### src/rtl/outr_serial_tx_if.sv
// Bus/line bundle for the OUTR serial transmitter.
// master = CPU bus side (drives load/data), slave = transmitter.
interface outr_serial_tx_if #(
    parameter int WIDTH = 8
);
    logic             load_outr;
    logic [WIDTH-1:0] DATA_outr;
    logic [WIDTH-1:0] op_of_outr;
    logic             fgo;
    logic             tx_serial;
    logic             tx_busy;
    logic             tx_done;

    modport master (
        output load_outr,
        output DATA_outr,
        input  op_of_outr,
        input  fgo,
        input  tx_serial,
        input  tx_busy,
        input  tx_done
    );

    modport slave (
        input  load_outr,
        input  DATA_outr,
        output op_of_outr,
        output fgo,
        output tx_serial,
        output tx_busy,
        output tx_done
    );
endinterface

### src/rtl/outr_serial_tx.sv
// OUTR register + FGO flag; serialises each loaded character as
// start bit, WIDTH data bits LSB first, one stop bit.
// Ports: clk, reset_outr_n (async, active low), bus (slave):
//   load_outr/DATA_outr in; op_of_outr, fgo, tx_serial,
//   tx_busy, tx_done out.
module outr_serial_tx #(
    parameter int WIDTH        = 8,
    parameter int CLKS_PER_BIT = 16
) (
    input  logic clk,
    input  logic reset_outr_n,
    outr_serial_tx_if.slave bus
);

    localparam int CW = $clog2(CLKS_PER_BIT);
    localparam int BW = (WIDTH > 1) ? $clog2(WIDTH) : 1;
    localparam logic [CW-1:0] CNT_LAST = CW'(CLKS_PER_BIT - 1);
    localparam logic [BW-1:0] BIT_LAST = BW'(WIDTH - 1);

    typedef enum logic [1:0] {
        IDLE,
        START,
        DATA,
        STOP
    } state_e;

    state_e           state_q, state_d;
    logic [CW-1:0]    cnt_q, cnt_d;
    logic [BW-1:0]    bit_idx_q, bit_idx_d;
    logic [WIDTH-1:0] shift_q, shift_d;
    logic [WIDTH-1:0] outr_q, outr_d;
    logic             fgo_q, fgo_d;
    logic             tx_q, tx_d;
    logic             done_q, done_d;

    logic             cnt_end;
    logic [WIDTH-1:0] shift_nxt;

    always_comb begin
        state_d   = state_q;
        cnt_d     = cnt_q;
        bit_idx_d = bit_idx_q;
        shift_d   = shift_q;
        outr_d    = outr_q;
        fgo_d     = fgo_q;
        tx_d      = tx_q;
        done_d    = 1'b0;
        cnt_end   = (cnt_q == CNT_LAST);
        shift_nxt = shift_q >> 1;

        unique case (state_q)
            IDLE: begin
                tx_d  = 1'b1;
                fgo_d = 1'b1;
                if (bus.load_outr) begin
                    outr_d  = bus.DATA_outr;
                    shift_d = bus.DATA_outr;
                    fgo_d   = 1'b0;
                    tx_d    = 1'b0;
                    cnt_d   = '0;
                    state_d = START;
                end
            end
            START: begin
                if (cnt_end) begin
                    cnt_d     = '0;
                    bit_idx_d = '0;
                    tx_d      = shift_q[0];
                    state_d   = DATA;
                end else begin
                    cnt_d = cnt_q + CW'(1);
                end
            end
            DATA: begin
                if (cnt_end) begin
                    cnt_d = '0;
                    if (bit_idx_q == BIT_LAST) begin
                        tx_d    = 1'b1;
                        state_d = STOP;
                    end else begin
                        // next bit is already on the line at the shift
                        shift_d   = shift_nxt;
                        tx_d      = shift_nxt[0];
                        bit_idx_d = bit_idx_q + BW'(1);
                    end
                end else begin
                    cnt_d = cnt_q + CW'(1);
                end
            end
            STOP: begin
                if (cnt_end) begin
                    cnt_d   = '0;
                    fgo_d   = 1'b1;
                    done_d  = 1'b1;
                    state_d = IDLE;
                end else begin
                    cnt_d = cnt_q + CW'(1);
                end
            end
            default: begin
                state_d = IDLE;
                fgo_d   = 1'b1;
                tx_d    = 1'b1;
            end
        endcase
    end

    always_ff @(posedge clk or negedge reset_outr_n) begin
        if (!reset_outr_n) begin
            state_q   <= IDLE;
            cnt_q     <= '0;
            bit_idx_q <= '0;
            shift_q   <= '0;
            outr_q    <= '0;
            fgo_q     <= 1'b1;
            tx_q      <= 1'b1;
            done_q    <= 1'b0;
        end else begin
            state_q   <= state_d;
            cnt_q     <= cnt_d;
            bit_idx_q <= bit_idx_d;
            shift_q   <= shift_d;
            outr_q    <= outr_d;
            fgo_q     <= fgo_d;
            tx_q      <= tx_d;
            done_q    <= done_d;
        end
    end

    assign bus.op_of_outr = outr_q;
    assign bus.fgo        = fgo_q;
    assign bus.tx_serial  = tx_q;
    assign bus.tx_busy    = ~fgo_q;
    assign bus.tx_done    = done_q;

endmodule

### src/flat_wrapper.sv
// flat-port wrapper written by rule: the top's interface ports become plain ports
module outr_serial_tx_flat 
#(
    parameter int WIDTH        = 8,
    parameter int CLKS_PER_BIT = 16
)
  (clk, reset_outr_n, bus_load_outr, bus_DATA_outr, bus_op_of_outr, bus_fgo, bus_tx_serial, bus_tx_busy, bus_tx_done);
  outr_serial_tx_if #(.WIDTH(WIDTH)) bus_i ();
  input  logic clk;
  input  logic reset_outr_n;
  input wire logic [$bits(bus_i.load_outr)-1:0] bus_load_outr;
  input wire logic [$bits(bus_i.DATA_outr)-1:0] bus_DATA_outr;
  output wire logic [$bits(bus_i.op_of_outr)-1:0] bus_op_of_outr;
  output wire logic [$bits(bus_i.fgo)-1:0] bus_fgo;
  output wire logic [$bits(bus_i.tx_serial)-1:0] bus_tx_serial;
  output wire logic [$bits(bus_i.tx_busy)-1:0] bus_tx_busy;
  output wire logic [$bits(bus_i.tx_done)-1:0] bus_tx_done;
  assign bus_i.load_outr = bus_load_outr;
  assign bus_i.DATA_outr = bus_DATA_outr;
  assign bus_op_of_outr = bus_i.op_of_outr;
  assign bus_fgo = bus_i.fgo;
  assign bus_tx_serial = bus_i.tx_serial;
  assign bus_tx_busy = bus_i.tx_busy;
  assign bus_tx_done = bus_i.tx_done;
  outr_serial_tx #(.WIDTH(WIDTH), .CLKS_PER_BIT(CLKS_PER_BIT)) u_core (.clk(clk), .reset_outr_n(reset_outr_n), .bus(bus_i));
endmodule
### config.mk
export PLATFORM = sky130hd
export DESIGN_NAME = outr_serial_tx_flat
export DESIGN_NICKNAME = d
export VERILOG_FILES = /design/src/rtl/outr_serial_tx_if.sv /design/src/rtl/outr_serial_tx.sv /design/src/flat_wrapper.sv
export SDC_FILE = /design/constraint.sdc
export NUM_CORES = 1
export LEC_CHECK = 0
export CAP_MARGIN = 30
export CORE_MARGIN = 5
export CORE_UTILIZATION = 45
export DETAILED_ROUTE_END_ITERATION = 7
export HOLD_SLACK_MARGIN = 0.02
export MAX_ROUTING_LAYER = met4
export PLACE_DENSITY_LB_ADDON = 0.2
export SYNTH_ARGS = -nofsm -noshare
export SYNTH_HDL_FRONTEND = slang
export SYNTH_SLANG_ARGS = --single-unit
### constraint.sdc
create_clock -name clk -period 1.75 [get_ports clk]
set_input_delay 0.35 -clock clk [delete_from_list [all_inputs] [get_ports clk]]
set_output_delay 0.35 -clock clk [all_outputs]
set_load 0.01 [all_outputs]
==> flow_summary.ini, run 1 <==
[floorplan]
coreArea_mm2 = 0.00310
num_rows = 20
dieArea_mm2 = 0.00452
start_util = 0.475
die_w_um = 67.2
die_h_um = 67.2
pin_count = 23

[run]
drv_cap = 0

[route]
num_vias = 1197
drt_iter0_drc = 39
wl_per_cell_um = 15.4
dr.pass1.iters = 4
antenna_left = 0
wl_mm = 3.31
via_per_inst = 5.57
drc = 0

[logic_synthesis]
syn-cell-area_mm2 = 0.00147
synth_top_area_cell = dfrtp_1
syn_nets = 161
synthMostInstantiatedCell = dfrtp_1
synth-edff-count = 0
synthTopCellsByCount = 26 x dfrtp_1, 12 x o22ai_1, 11 x nand2_1, 11 x o21ai_0
netlist_instances = 141
yosysWarnings = 0
yosysSeqAreaShare = 0.477
synth_area_leaders = dfrtp_1 44%, ha_1 7.6%, mux2_1 6.1%
synth_cell_type_count = 36
syn_area_per_cell_um2 = 10.4
yosysTopAreaCellShare = 0.442
synth_seq_cells = 28
synth-main-ff-cell = dfrtp_1
synth-async-reset-ratio = 1.00

[worst_setup_path]
cp_slowest_stage_delay_ns = 0.43
critPathArrivalTime_ns = 1.87
critPathCaptureType = flop
path_max_fanout = 8
critPathBufInv = 2
cpMaxStageDelayCell = dfrtp_1
cp-start-kind = flop
cp_cell_sequence = inv_1 -> ha_2 -> inv_1 -> o221a_2 -> o32a_1
worstPathRequired_ns = 1.99
critPathKind = flop to flop
cp_top_family = compound AO/OA/AOI/OAI gates
cp_common_cell = inv_1

[timing]
slew_headroom = 0.746
fmax_mhz = 615
hold_viol_final = 0
post-route-period-util = 0.929
slew_viol_final = 0
holdWs_ns = 0.363
setup_viol = 0
period_needed_ns = 1.63
fin_ws_ns = 0.124
rsz0062_at_grt = false
tightest_slew_ns = 0.376
skew_ns = 0.00374

[power_and_ir_drop]
leakage_nw = 0.852
peakVddDrop_v = 0.000378
finalPower_mw = 1.13
power.density_mw_per_mm2 = 608

[clock_tree]
ctsHtreeMaxLevel = 1
cts_max_path_buffers = 2
hold_buffers = 0
clk_pin_slew_ns = 0.16
cts_sinks = 28
clk_latency_ns = 0.34
cts_buffers = 3
root_buffer = clkbuf_4
cts_tree = built

[layout]
finish.instance_area_mm2 = 0.00185
syn_to_final_growth_pct = 25.8
nets = 192
antenna_cells = 0
layout-drive-gt1-share = 0.146

[placed_design]
dpl.hpwl_mm = 2.36
dpl_cell_area_mm2 = 0.00176
gp_congestion = 0.800
port_buffers = 22
pre_cts_ws_ns = -0.0217

[global_route]
grt_use_total = 0.173
grt_max_degree = 29
overflow = 0
antenna_found_initial = 0
grt_pass1_vias = 1270
grt_pass1_wl_mm = 5.87

[outcome]
status = complete, no violations

[hold_path]
hold_class = primary input to asynchronous set/reset pin
[stage by stage]
step / std cells / TNS [ns] / utilization
6_report: 215 / 0 / 0.597
2_1_floorplan: 141 / 0 / -
5_1_grt: 215 / 0 / 0.597
4_1_cts: 213 / 0 / 0.587
3_3_place_gp: 208 / 0 / 0.569
3_5_place_dp: 208 / -0.0819 / 0.569
[sequential cells by signal, summed over array words and instances (netlist names)]
| signal | count |
|---|---|
| u_core.bus.tx_serial | 1 |
| u_core.bus.tx_done | 1 |
| u_core.bit_idx_q | 3 |
| u_core.state_q | 2 |
| u_core.cnt_q | 4 |
| u_core.bus.fgo | 1 |
| u_core.shift_q | 8 |
| u_core.bus.op_of_outr | 8 |
[cells by family after synthesis]
group                      after synthesis  share of synthesized area
buffers and inverters                   11                     0.0374
muxes                                    8                     0.0612
and+or+nand+nor                         32                      0.115
AOI/OAI and AO/OA                       53                      0.233
adders and majority gates                9                     0.0765
DFF                                     28                      0.477
[worst paths after layout]
path | startpoint | end | slack (ns) | cells after the start
worst max register to register | u_core.state_q[0] | u_core.state_q[0] | 0.12 | 5
max in group asynchronous | reset_outr_n | u_core.bus.fgo | 1.08 | 2
worst min-delay path | reset_outr_n | u_core.bus.op_of_outr[4] | 0.36 | 2
worst min register to register | u_core.bus.op_of_outr[6] | u_core.bus.op_of_outr[6] | 0.51 | 1
min in group clk | u_core.bus.op_of_outr[6] | u_core.bus.op_of_outr[6] | 0.51 | 1
worst max-delay path | u_core.state_q[0] | u_core.state_q[0] | 0.12 | 5
[layout make-up]
class | instances | area, um^2
Clock buffer | 3 | 22.5
Clock inverter | 1 | 30.0
Multi-Input combinational cell | 102 | 732
Timing Repair Buffer | 32 | 292
Sequential cell | 28 | 703
Inverter | 5 | 18.8
Tap cell | 44 | 55.1
Fill cell | 278 | 1250
[routing by layer]
layer  track usage  part of all wire  vias to the layer above
met4        0.0456            0.0076                        0
li1              -                 -                      588
met5             -                 0                        -
met2         0.282              0.47                       30
met3        0.0283             0.045                        4
met1         0.223              0.48                      575
[timing repair]
action,CTS,global route
setup endpoints to repair,3,5
cloned,0,0
resized for setup,3,4
hold endpoints to repair,0,0
buffers inserted,1,2
[placed cells by master, fill, tap and decap left out, types with 2 or more instances in the layout]
cell	Yosys	routed
a21oi_1	9	9
nor3_1	3	3
inv_1	5	5
nand3_1	4	4
o31ai_1	2	2
buf_4	3	10
dfrtp_1	26	26
clkdlybuf4s50_1	0	19
mux2_1	8	8
o22ai_1	12	12
nor2_1	5	5
o21ai_1	2	2
a22oi_1	2	2
clkbuf_4	0	3
o22a_1	6	6
ha_2	0	2
nand2_1	11	11
dlygate4sd2_1	0	3
dfstp_2	2	2
o21ai_0	11	11
a31oi_1	2	2
ha_1	9	7
[power breakdown]
part / switching (mW) / total (mW) / leakage [nW] / internal (mW)
logic: 0.0206 / 0.0433 / 0.466 / 0.0227
registers: 0 / 0.648 / 0.359 / 0.648
clock network: 0.204 / 0.436 / 0.0279 / 0.232
total: 0.224 / 1.13 / 0.852 / 0.902
(Power assumes the default switching activity.)
==> inputs of run 2 (changes only) <==
--- a/config.mk
+++ b/config.mk
@@ -12,6 +12,7 @@
 export HOLD_SLACK_MARGIN = 0.02
 export MAX_ROUTING_LAYER = met4
 export PLACE_DENSITY_LB_ADDON = 0.2
+export SKIP_CTS_REPAIR_TIMING = 1
 export SYNTH_ARGS = -nofsm -noshare
 export SYNTH_HDL_FRONTEND = slang
 export SYNTH_SLANG_ARGS = --single-unit
==> run 2 against run 1 <==
Effect of this change:
- clock skew barely moved
- clock-buffer cell count did not move
- sequential share of layout area fell by 0.23 points
- global-route usage fell by 0.15 points
- combinational power barely moved
- first-iteration DRC count rose by 18%
- core utilization rose by 0.36 points
- worst setup slack barely moved
- hold slack barely moved
- fmax did not move
- die area did not move
- critical endpoint unchanged
- largest power group unchanged
==> flow_summary.ini, run 2 (same netlist as run 1, synthesis figures left out) <==
[outcome]
status = complete, no violations

[worst_setup_path]
path_max_fanout = 8
cp-start-kind = flop
critPathCaptureType = flop
critPathKind = flop to flop
cp_slowest_stage_delay_ns = 0.43
cp_common_cell = inv_1
worstPathRequired_ns = 1.99
cp_cell_sequence = inv_1 -> ha_2 -> inv_1 -> o221a_2 -> o32a_1
critPathBufInv = 2
cp_top_family = compound AO/OA/AOI/OAI gates
cpMaxStageDelayCell = dfrtp_1
critPathArrivalTime_ns = 1.87

[clock_tree]
ctsHtreeMaxLevel = 1
cts_tree = built
cts_sinks = 28
root_buffer = clkbuf_4
cts_buffers = 3
cts_max_path_buffers = 2
clk_pin_slew_ns = 0.16
clk_latency_ns = 0.34

[floorplan]
start_util = 0.475
die_h_um = 67.2
num_rows = 20
dieArea_mm2 = 0.00452
pin_count = 23
coreArea_mm2 = 0.00310
die_w_um = 67.2

[timing]
slew_headroom = 0.746
setup_viol = 0
skew_ns = 0.00389
slew_viol_final = 0
fmax_mhz = 615
post-route-period-util = 0.929
period_needed_ns = 1.63
tightest_slew_ns = 0.376
hold_viol_final = 0
fin_setup_tns_ns = 0
rsz0062_at_grt = false

[layout]
layout-drive-gt1-share = 0.146
antenna_cells = 0
syn_to_final_growth_pct = 26.6
finish.instance_area_mm2 = 0.00186
final_cell_mix = 26 x dfrtp_1, 19 x clkdlybuf4s50_1, 12 x o22ai_1, 11 x nand2_1, 11 x o21ai_0
fin_cells = 215
nFillCells = 279
nets = 192
layout_commonest_cell = dfrtp_1

[route]
num_vias = 1195
dr.pass1.iters = 4
antenna_left = 0
drt_iter0_drc = 46
wl_mm = 3.29
via_per_inst = 5.56
drc = 0
wl_per_cell_um = 15.3

[global_route]
overflow = 0
grt_max_degree = 29
antenna_found_initial = 0
grt_use_total = 0.171
grt_pass1_wl_mm = 5.82
grt_pass1_vias = 1262

[power_and_ir_drop]
leakage_nw = 0.882
power.density_mw_per_mm2 = 604
finalPower_mw = 1.13
peakVddDrop_v = 0.000378

[placed_design]
placed_cells = 208
gp_congestion = 0.800
dpl_cell_area_mm2 = 0.00176
dpl.hpwl_mm = 2.36
port_buffers = 22

[run]
drv_cap = 0

[hold_path]
hold_class = primary input to asynchronous set/reset pin
[run 2: cell types whose count changed in the layout (fill, tap and decap cells not counted)]
cell	before	now
dlygate4sd2_1	3	0
dlymetal6s2s_1	0	3
[run 2: routing by layer]
metal	global-route usage	part of all wire	vias to the layer above
li1	-	-	588
met1	0.223	0.48	573
met2	0.277	0.46	30
met3	0.0283	0.046	4
met4	0.0456	0.0076	0
met5	-	0	-
[run 2: power breakdown]
part	switching (mW)	leakage [nW]	internal (mW)
clock	0.204	0.0279	0.232
combinational	0.0206	0.495	0.0227
sequential	0	0.359	0.648
[run 2: final timing paths]
kind / startpoint / endpoint / slack [ns] / depth (start not counted)
min: reset_outr_n / u_core.bus.op_of_outr[4] / 0.36 / 2
max reg2reg: u_core.state_q[0] / u_core.state_q[0] / 0.12 / 5
min reg2reg: u_core.bus.op_of_outr[6] / u_core.bus.op_of_outr[6] / 0.51 / 1
min in group clk: u_core.bus.op_of_outr[6] / u_core.bus.op_of_outr[6] / 0.51 / 1
max: u_core.state_q[0] / u_core.state_q[0] / 0.12 / 5
max in group asynchronous: reset_outr_n / u_core.bus.fgo / 1.08 / 2
[run 2: layout make-up]
cell class / count / area (um^2) / area share
clock buffers: 3 / 22.5 / 0.0121
clock inverters: 1 / 30.0 / 0.0161
inverters: 5 / 18.8 / 0.0101
multi-input cells: 102 / 732 / 0.393
flip-flops and latches: 28 / 703 / 0.377
well taps: 44 / 55.1 / 0.0295
repair buffers: 32 / 303 / 0.162
[run 2: metrics by stage]
stage / utilization / worst slack [ns] / hold slack (ns)
after CTS: 0.585 / -0.0688 / 0.368
after detailed placement: 0.569 / -0.0217 / 0.484
after global placement: 0.569 / 0.0342 / 0.476
final: 0.601 / 0.124 / 0.363
after floorplan: - / 0.266 / 0.0544
after global routing: 0.601 / 0.0355 / 0.388
==> RTL change, RTL diff (config.mk and constraints of run 2) <==
`WIDTH` is set to 8 in 3 places; all go to 16.
--- a/src/rtl/outr_serial_tx_if.sv
+++ b/src/rtl/outr_serial_tx_if.sv
@@ -1,7 +1,7 @@
 // Bus/line bundle for the OUTR serial transmitter.
 // master = CPU bus side (drives load/data), slave = transmitter.
 interface outr_serial_tx_if #(
-    parameter int WIDTH = 8
+    parameter int WIDTH = 16
 );
     logic             load_outr;
     logic [WIDTH-1:0] DATA_outr;
--- a/src/rtl/outr_serial_tx.sv
+++ b/src/rtl/outr_serial_tx.sv
@@ -4,7 +4,7 @@
 //   load_outr/DATA_outr in; op_of_outr, fgo, tx_serial,
 //   tx_busy, tx_done out.
 module outr_serial_tx #(
-    parameter int WIDTH        = 8,
+    parameter int WIDTH        = 16,
     parameter int CLKS_PER_BIT = 16
 ) (
     input  logic clk,
--- a/src/flat_wrapper.sv
+++ b/src/flat_wrapper.sv
@@ -1,7 +1,7 @@
 // flat-port wrapper written by rule: the top's interface ports become plain ports
 module outr_serial_tx_flat 
 #(
-    parameter int WIDTH        = 8,
+    parameter int WIDTH        = 16,
     parameter int CLKS_PER_BIT = 16
 )
   (clk, reset_outr_n, bus_load_outr, bus_DATA_outr, bus_op_of_outr, bus_fgo, bus_tx_serial, bus_tx_busy, bus_tx_done);
Ports: changed (resized bus_DATA_outr and bus_op_of_outr); port bits go from 23 to 39. No check against the original RTL was run, so the function may have changed too.
==> RTL change against run 2 <==
  * Setup slack got worse by 110 ps
  * Sequential cell count increased by 17
  * Wire length is 48% higher
  * Non-clock buffer count is 32 higher
  * Global-route usage shrank 1.2 points
  * Synthesized area increased by 45%
  * Cell area rose by 63%
Power is left out: it rests on default switching activity, and per cell area and clock period it moved more than threefold.
==> RTL change: results (changes against run 2) <==
stage	metric	value	unit	change
finish	nets	282		was 192
routing	vias	1660		was 1195
synth	synth_common_cells	dfrtp_1, nor2_1, a21oi_1		was dfrtp_1, o22ai_1, nand2_1, o21ai_0
finish	nFillCells	371		was 279
synth	syn_nets	220		was 161
worst_setup_path	cp.arrival	1930	ps	was 1870 ps
synth	yosysSeqAreaShare	52.72	%	was 47.75%
place	gp_congestion	0.7863		was 0.7997
worst_setup_path	worstPathMaxFanout	3		was 8
routing	drt_iter0_markers	158		was 46
synth	synth_area_per_cell	11.15	um^2	was 10.44 um^2
cts	clkTransAtPathRegs	90	ps	was 160 ps
synth	synth_top_cells_by_area	dfrtp_1, mux2_2, mux2i_1, ha_1, a21oi_1		was dfrtp_1, ha_1, mux2_1, o22ai_1, o21ai_0
worst_setup_path	ff2ff_path_depth	6		was 5
cts	clk_latency	300	ps	was 340 ps
finish	layout-drive-gt1-share	27.84	%	was 14.62%
worst_setup_path	crit_end	u_core.state_q[1]$_DFFE_PN0P_		was u_core.state_q[0]$_DFFE_PN0P_
timing	worst_pin_slew	561.7	ps	was 376.3 ps
run_status	outcome	complete, no violations		unchanged
routing	wl_per_cell	15.71	um	was 15.29 um
worst_setup_path	rrSetupSlack	10	ps	was 120 ps
cts	clockRootBuffer	clkbuf_8		was clkbuf_4
finish	fin_cells	309		was 215
cts	cts_made_buffers	5		was 3
grt	grt_pass1_wl	7.631	mm	was 5.823 mm
synth	synth.distinct_cells	34		was 36
grt	grt.total_usage	15.92	%	was 17.11%
cts	htreeDepth	2		was 1
grt	grt_pass1_vias	1582		was 1262
grt	grt_max_degree	32		was 29
place	dp_hpwl	3.143	mm	was 2.357 mm
timing	clock_skew	7.255	ps	was 3.887 ps
[RTL change: layer usage]
layer	track usage (%)	up-vias	wire length, um
li1	-	810	-
met1	22.69	810	2321
met2	22.64	35	2272
met3	3.175	5	215
met4	5.670	0	44
met5	-	-	0
[RTL change: worst max-delay path: cells and delay by family (launching register included)]
family	cells	cell delay, ps
buffers and inverters	1	150
AOI/OAI and AO/OA	1	280
DFF	1	400
and+or+nand+nor	2	290
adders and majority gates	1	190
muxes	1	330
[RTL change: how the worst min path moves through the flow]
stage                  from  slack, ps                         endpoint
6_report       reset_outr_n         30  u_core.bit_idx_q[2]$_DFFE_PN0P_
5_1_grt        reset_outr_n         60  u_core.bit_idx_q[1]$_DFFE_PN0P_
2_1_floorplan  reset_outr_n         50  u_core.bit_idx_q[0]$_DFFE_PN0P_
3_5_place_dp   reset_outr_n        370  u_core.bit_idx_q[2]$_DFFE_PN0P_
4_1_cts        reset_outr_n         50  u_core.bit_idx_q[2]$_DFFE_PN0P_
3_3_place_gp   reset_outr_n        380  u_core.bit_idx_q[2]$_DFFE_PN0P_
[RTL change: area by class of cell]
| type | instances | area, um^2 | share of cell area, % |
|---|---|---|---|
| Sequential cell | 45 | 1131 | 37.23 |
| Tap cell | 54 | 67.56 | 2.224 |
| Timing Repair Buffer | 64 | 666.9 | 21.95 |
| Inverter | 4 | 15.01 | 0.4942 |
| Clock buffer | 6 | 82.58 | 2.718 |
| Clock inverter | 2 | 37.54 | 1.236 |
| Multi-Input combinational cell | 134 | 1037 | 34.14 |
[RTL change: metrics by stage]
stage | area, um^2 | worst slack (ps) | util (%)
4_1_cts | 2843 | -111.4 | 60.99
5_1_grt | 3038 | -44.85 | 65.18
6_report | 3038 | 9.705 | 65.18
3_5_place_dp | 2723 | -63.45 | 58.42
2_1_floorplan | 2146 | 16.63 | -
3_3_place_gp | 2723 | 14.66 | 58.42
[RTL change: cells by family (layout without fill, tap and decap cells)]
| group | count (synthesis) | count (layout) | synth area share [%] |
|---|---|---|---|
| fa+ha+maj | 9 | 9 | 5.260 |
| simple gates | 53 | 53 | 11.86 |
| mux | 33 | 33 | 16.42 |
| buf+inv | 13 | 76 | 3.039 |
| compound gates | 39 | 39 | 10.70 |
| flops | 45 | 45 | 52.72 |
